### config.mk
export PLATFORM = sky130hd
export DESIGN_NAME = pc_sequencer
export DESIGN_NICKNAME = d
export VERILOG_FILES = /design/src/rtl/pc_pkg.sv /design/src/rtl/pc_return_stack.sv /design/src/rtl/pc_sequencer.sv
export SDC_FILE = /design/constraint.sdc
export NUM_CORES = 1
export LEC_CHECK = 0
export BUFFER_PORTS_ARGS = -buffer_cell sky130_fd_sc_hd__buf_2
export CAP_MARGIN = 20
export CORE_UTILIZATION = 45
export CTS_BUF_LIST = sky130_fd_sc_hd__clkbuf_8 sky130_fd_sc_hd__clkbuf_16
export DETAILED_ROUTE_END_ITERATION = 10
export GPL_ROUTABILITY_DRIVEN = 0
export PLACE_DENSITY_LB_ADDON = 0.12
export SYNTH_ARGS = -nofsm -noshare
export SYNTH_HDL_FRONTEND = slang
export SYNTH_HIERARCHICAL = 1
export SYNTH_SLANG_ARGS = --single-unit
### constraint.sdc
create_clock -name clock -period 2.8 [get_ports clock]
set_input_delay 0.28 -clock clock [delete_from_list [all_inputs] [get_ports clock]]
set_output_delay 0.28 -clock clock [all_outputs]
set_load 0.02 [all_outputs]
### src/rtl/pc_pkg.sv
// Shared types and default widths for the program-counter sequencer.
package pc_pkg;

  localparam int unsigned PC_W_DEF        = 12;
  localparam int unsigned OFF_W_DEF       = 8;
  localparam int unsigned STACK_DEPTH_DEF = 4;

  typedef enum logic [1:0] {
    IDLE,
    RUN,
    DONE
  } pc_state_t;

  typedef enum logic [2:0] {
    SEL_HOLD,
    SEL_SEQ,
    SEL_BR,
    SEL_ABS,
    SEL_CALL,
    SEL_RET
  } pc_sel_t;

endpackage

### src/rtl/pc_return_stack.sv
// Hardware return-address stack: only the stack pointer is reset, storage is not.
module pc_return_stack #(
  parameter int unsigned PC_W        = 12,
  parameter int unsigned STACK_DEPTH = 4
) (
  input  logic            clock,
  input  logic            reset_n,
  input  logic            clear,
  input  logic            push,
  input  logic            pop,
  input  logic [PC_W-1:0] push_data,
  output logic [PC_W-1:0] top,
  output logic            full,
  output logic            empty
);

  localparam int unsigned SP_W  = $clog2(STACK_DEPTH + 1);
  localparam int unsigned IDX_W = (STACK_DEPTH > 1) ? $clog2(STACK_DEPTH) : 1;

  logic [SP_W-1:0]  sp;
  logic [IDX_W-1:0] wr_idx;
  logic [IDX_W-1:0] rd_idx;
  logic [PC_W-1:0]  mem [0:(1 << IDX_W)-1];

  // rd_idx wraps to the last slot when sp==STACK_DEPTH is a power of two
  assign wr_idx = sp[IDX_W-1:0];
  assign rd_idx = wr_idx - IDX_W'(1);
  assign full   = (sp == SP_W'(STACK_DEPTH));
  assign empty  = (sp == '0);
  assign top    = mem[rd_idx];

  always_ff @(posedge clock or negedge reset_n) begin
    if (!reset_n) begin
      sp <= '0;
    end else if (clear) begin
      sp <= '0;
    end else if (push && !full) begin
      sp <= sp + SP_W'(1);
    end else if (pop && !empty) begin
      sp <= sp - SP_W'(1);
    end
  end

  always_ff @(posedge clock) begin
    if (push && !full && !clear) begin
      mem[wr_idx] <= push_data;
    end
  end

endmodule

### src/rtl/pc_sequencer.sv
// Fetch-stage program counter: start/run/done control, branches, jumps and call/return.
module pc_sequencer
  import pc_pkg::*;
#(
  parameter int unsigned PC_W        = PC_W_DEF,
  parameter int unsigned OFF_W       = OFF_W_DEF,
  parameter int unsigned STACK_DEPTH = STACK_DEPTH_DEF
) (
  input  logic             clock,
  input  logic             reset_n,
  input  logic             start,
  input  logic [PC_W-1:0]  start_addr,
  input  logic [PC_W-1:0]  done_addr,
  input  logic             advance,
  input  logic             branch_taken,
  input  logic [OFF_W-1:0] branch_offset,
  input  logic             jump_abs,
  input  logic             call,
  input  logic             ret,
  input  logic [PC_W-1:0]  jump_target,
  output logic [PC_W-1:0]  pc_out,
  output logic             busy,
  output logic             done,
  output logic             stack_err
);

  pc_state_t       state, next_state;
  pc_sel_t         sel;
  logic            push, pop, fault;
  logic            full, empty;
  logic [PC_W-1:0] top;
  logic [PC_W-1:0] pc_inc;
  logic [PC_W-1:0] off_ext;
  logic [PC_W-1:0] pc_next;

  assign pc_inc  = pc_out + PC_W'(1);
  assign off_ext = {{(PC_W-OFF_W){branch_offset[OFF_W-1]}}, branch_offset};

  pc_return_stack #(
    .PC_W        (PC_W),
    .STACK_DEPTH (STACK_DEPTH)
  ) u_stack (
    .clock     (clock),
    .reset_n   (reset_n),
    .clear     (start),
    .push      (push),
    .pop       (pop),
    .push_data (pc_inc),
    .top       (top),
    .full      (full),
    .empty     (empty)
  );

  always_ff @(posedge clock or negedge reset_n) begin
    if (!reset_n) state <= IDLE;
    else          state <= next_state;
  end

  // Reaching done_addr outranks any request presented in the same cycle
  always_comb begin
    next_state = state;
    sel        = SEL_HOLD;
    push       = 1'b0;
    pop        = 1'b0;
    fault      = 1'b0;
    if (start) begin
      next_state = RUN;
    end else begin
      case (state)
        RUN: begin
          if (pc_out == done_addr) begin
            next_state = DONE;
          end else if (advance) begin
            if (ret) begin
              if (empty) fault = 1'b1;
              else begin
                sel = SEL_RET;
                pop = 1'b1;
              end
            end else if (call) begin
              if (full) fault = 1'b1;
              else begin
                sel  = SEL_CALL;
                push = 1'b1;
              end
            end else if (jump_abs) begin
              sel = SEL_ABS;
            end else if (branch_taken) begin
              sel = SEL_BR;
            end else begin
              sel = SEL_SEQ;
            end
            if (fault) next_state = DONE;
          end
        end
        default: ;
      endcase
    end
  end

  always_comb begin
    pc_next = pc_out;
    case (sel)
      SEL_SEQ:            pc_next = pc_inc;
      SEL_BR:             pc_next = pc_inc + off_ext;
      SEL_ABS, SEL_CALL:  pc_next = jump_target;
      SEL_RET:            pc_next = top;
      default:            pc_next = pc_out;
    endcase
  end

  always_ff @(posedge clock or negedge reset_n) begin
    if (!reset_n) begin
      pc_out    <= '0;
      stack_err <= 1'b0;
    end else if (start) begin
      pc_out    <= start_addr;
      stack_err <= 1'b0;
    end else begin
      pc_out <= pc_next;
      if (fault) stack_err <= 1'b1;
    end
  end

  assign busy = (state == RUN);
  assign done = (state == DONE);

endmodule

==> impl_metrics.env <==
export IMPL_rows=33
export IMPL_critPathLaunch="pc_out[0]$_DFFE_PN0P_"
export IMPL_ios=67
export IMPL_rsz0062_at_grt="no"
export IMPL_ctsHtreeMaxLevel=3
export IMPL_design_die_area_um2=9130
export IMPL_p_sw_share_pct=34.4
export IMPL_drtIter0Drc=188
export IMPL_cts_sink_count=66
export IMPL_clkPwrFrac_pct=27.1
export IMPL_grt_overflow=0
export IMPL_dieHeight_um=95.5
export IMPL_synth_flop_cell="edfxtp_1"
export IMPL_min_from="jump_target[10]"
export IMPL_period_minus_slack_ns=2.65
export IMPL_crit_path_end_kind="flip-flop"
export IMPL_viasPerCell=5.81
export IMPL_grt_max_degree=19
export IMPL_setup_tns_final_ns=0
export IMPL_grt_total_usage_pct=24.3
export IMPL_startpoint_type="flip-flop"
export IMPL_top_layer_used="met4"
export IMPL_critPathArrivalTime_ns=2.88
export IMPL_seq_power_share_pct=37.9
export IMPL_clk_latency_ns=0.34
export IMPL_grt_pass1_wl_um=15900
export IMPL_layout_nets=488
export IMPL_path_class="reg -> reg"
export IMPL_worst_pin_slew_ns=0.612
export IMPL_antenna_found_initial=0
export IMPL_grt_pass1_vias=2936
export IMPL_diodes=0
export IMPL_cp_max_fo=4
export IMPL_clock_root_buffer="clkbuf_8"
export IMPL_synth_ff_latch_count=66
export IMPL_final_common_cell="buf_2"
export IMPL_synth_edf_count=48
export IMPL_num_vias=3055
export IMPL_syn_area_um2=3940
export IMPL_clockBufferDepth=2
export IMPL_final_cell_mix="buf_2 (66), edfxtp_1 (48), buf_4 (31)"
export IMPL_wl_met2_um=4880
export IMPL_r2r_start="pc_out[0]$_DFFE_PN0P_"
export IMPL_synth_largest_area_cell="edfxtp_1"
export IMPL_leakagePower_uw=0.00188
export IMPL_firstDrtPassIters=5
export IMPL_status="finished clean"
export IMPL_p_per_area_nw_per_um2=654
export IMPL_synthToLayoutAreaGrowth_pct=21.5
export IMPL_postSynthAreaPerCell_um2=12.3
export IMPL_hold_path_class="in -> reg"
export IMPL_max_freq_mhz=378
export IMPL_slew_headroom_pct=59.2
export IMPL_drv_slew=0
export IMPL_wl_met3_um=602
export IMPL_synth_distinct_cells=60
export IMPL_cap_violations=0
export IMPL_yosysWarningCount=6
export IMPL_drive_above_1_share_pct=35.6
export IMPL_synth_yosys_seq_area_share_pct=48.0
export IMPL_drc=0
export IMPL_clock_skew_ns=0.0112
export IMPL_port_buffers=66
export IMPL_start_util_pct=47.2
export IMPL_internal_power_uw=2050
export IMPL_numCtsBuffers=9
export IMPL_cp_required_ns=3.03
export IMPL_fin_crit_sh_pct=94.6
export IMPL_wirelength_um=10400
export IMPL_path_clk_slew_ns=0.09
export IMPL_synthTopCellsByArea="edfxtp_1 (37%), dfrtp_1 (11%), mux4_2 (6.9%)"
export IMPL_p_sw_uw=1070
export IMPL_dp_hpwl_um=7840
export IMPL_syn_nets=393
export IMPL_core_area_um2=8340
export IMPL_dp_cells=508
export IMPL_synth_top_area_share_pct=36.6
export IMPL_die_w_um=95.5
export IMPL_hold_viol_final=0
export IMPL_wl_per_cell_um=19.8
export IMPL_fillers=722
export IMPL_final_setup_viol_count=0
export IMPL_stdcell_count=526
export IMPL_vdd_drop_max_v=0.000386
export IMPL_cts_tree="yes"
export IMPL_ant_nets=0
export IMPL_async_flop_share_pct=27.3
export IMPL_drt_met1_wl_um=4800
export IMPL_synthCells=321
export IMPL_comb_power_share_pct=35.0
[synthesized netlist by cell type, drive strengths merged, types with 2 or more instances]
cell type / count
edfxtp: 48
a21oi: 24
xnor2: 24
dfrtp: 18
ha: 18
nand2: 17
nor2: 14
mux4: 12
buf: 11
a22oi: 10
inv: 9
xor2: 9
o21ai: 8
nand3: 7
o22ai: 7
and3: 6
nor3: 6
a221oi: 5
nand4: 5
o21a: 5
nand2b: 4
nor2b: 4
a2111oi: 3
a31oi: 3
and2: 3
and4: 3
clkbuf: 3
o211ai: 3
or2: 3
or3: 3
a211oi: 2
a21o: 2
a22o: 2
a311o: 2
and3b: 2
fa: 2
nor4: 2
o311a: 2
[what timing repair did]
item / 4_1_cts / 5_1_grt
resized for setup: 0 / 4
endpoints found under the setup margin: 0 / 5
endpoints found under the hold margin: 18 / 0
buffers inserted: 0 / 1
hold buffers: 1 / 0
[layout make-up]
cell class | instances | area, µm² | share of cell area [%]
Clock buffer | 9 | 124 | 2.59
Clock inverter | 7 | 85.1 | 1.78
Inverter | 9 | 33.8 | 0.706
Multi-Input combinational cell | 232 | 1940 | 40.6
Sequential cell | 66 | 1900 | 39.6
Tap cell | 105 | 131 | 2.75
Timing Repair Buffer | 98 | 573 | 12.0
[stage by stage]
step	hold WS, ns	setup slack (ns)	power [µW]	utilization, %	cell area [µm²]
2_1_floorplan	-0.0156	0.00637	1940	-	3960
3_3_place_gp	0.267	0.0986	2280	54.5	4550
5_1_grt	0.196	0.0138	3290	57.4	4780
3_5_place_dp	0.264	0.0613	2290	54.5	4550
6_report	0.189	0.152	3130	57.4	4780
4_1_cts	0.175	0.0447	3130	57.1	4770
[power by group through the flow]
stage | Combinational, µW | Clock (µW) | Sequential [µW]
2_1_floorplan | 696 | 0 | 1240
3_3_place_gp | 1080 | 0 | 1200
3_5_place_dp | 1080 | 0 | 1210
4_1_cts | 1080 | 861 | 1180
5_1_grt | 1200 | 901 | 1190
6_report | 1090 | 847 | 1190
[final timing paths]
path / end / slack, ns / depth (start not counted)
setup / recovery: u_stack/sp[2]$_DFFE_PN0P_ / 0.15 / 10
hold / removal: pc_out[10]$_DFFE_PN0P_ / 0.19 / 3
setup reg to reg: u_stack/sp[2]$_DFFE_PN0P_ / 0.15 / 10
hold reg to reg: stack_err$_DFFE_PN0P_ / 0.53 / 2
max in group asynchronous: pc_out[4]$_DFFE_PN0P_ / 1.99 / 2
min in group asynchronous: u_stack/sp[2]$_DFFE_PN0P_ / 0.44 / 2
[metal layers]
layer / vias to the layer above / track usage, %
met5: - / 0
met4: 0 / 4.23
met3: 12 / 4.63
met2: 111 / 39.2
met1: 1498 / 34.5
li1: 1434 / -
[flip-flops by register name, summed over array words and instances, names as in the netlist]
register and flops:
u_stack/mem 48, pc_out 12, u_stack/sp 3, state 2, stack_err 1
[critical path, cell delays in order, from the launching register on]
cell and delay, ns:
dfrtp_2 0.45, buf_4 0.16, xnor2_1 0.15, nand4_1 0.15
o31ai_2 0.40, nor4_4 0.08, inv_1 0.09, nor2_2 0.06
fa_1 0.41, and3b_1 0.22, o311a_2 0.37
[kinds of logic (layout without fill, tap and decap cells)]
family	after synthesis	after routing	share of synthesized area, %
DFF	66	66	48.0
AOI/OAI and AO/OA	84	84	15.5
muxes	13	13	7.12
xor gates and xnor gates	33	33	7.34
and+or+nand+nor	82	82	11.9
buffers and inverters	23	123	3.34
adders and majority gates	20	20	6.74
Note: power is estimated with default switching activity, not from simulation.
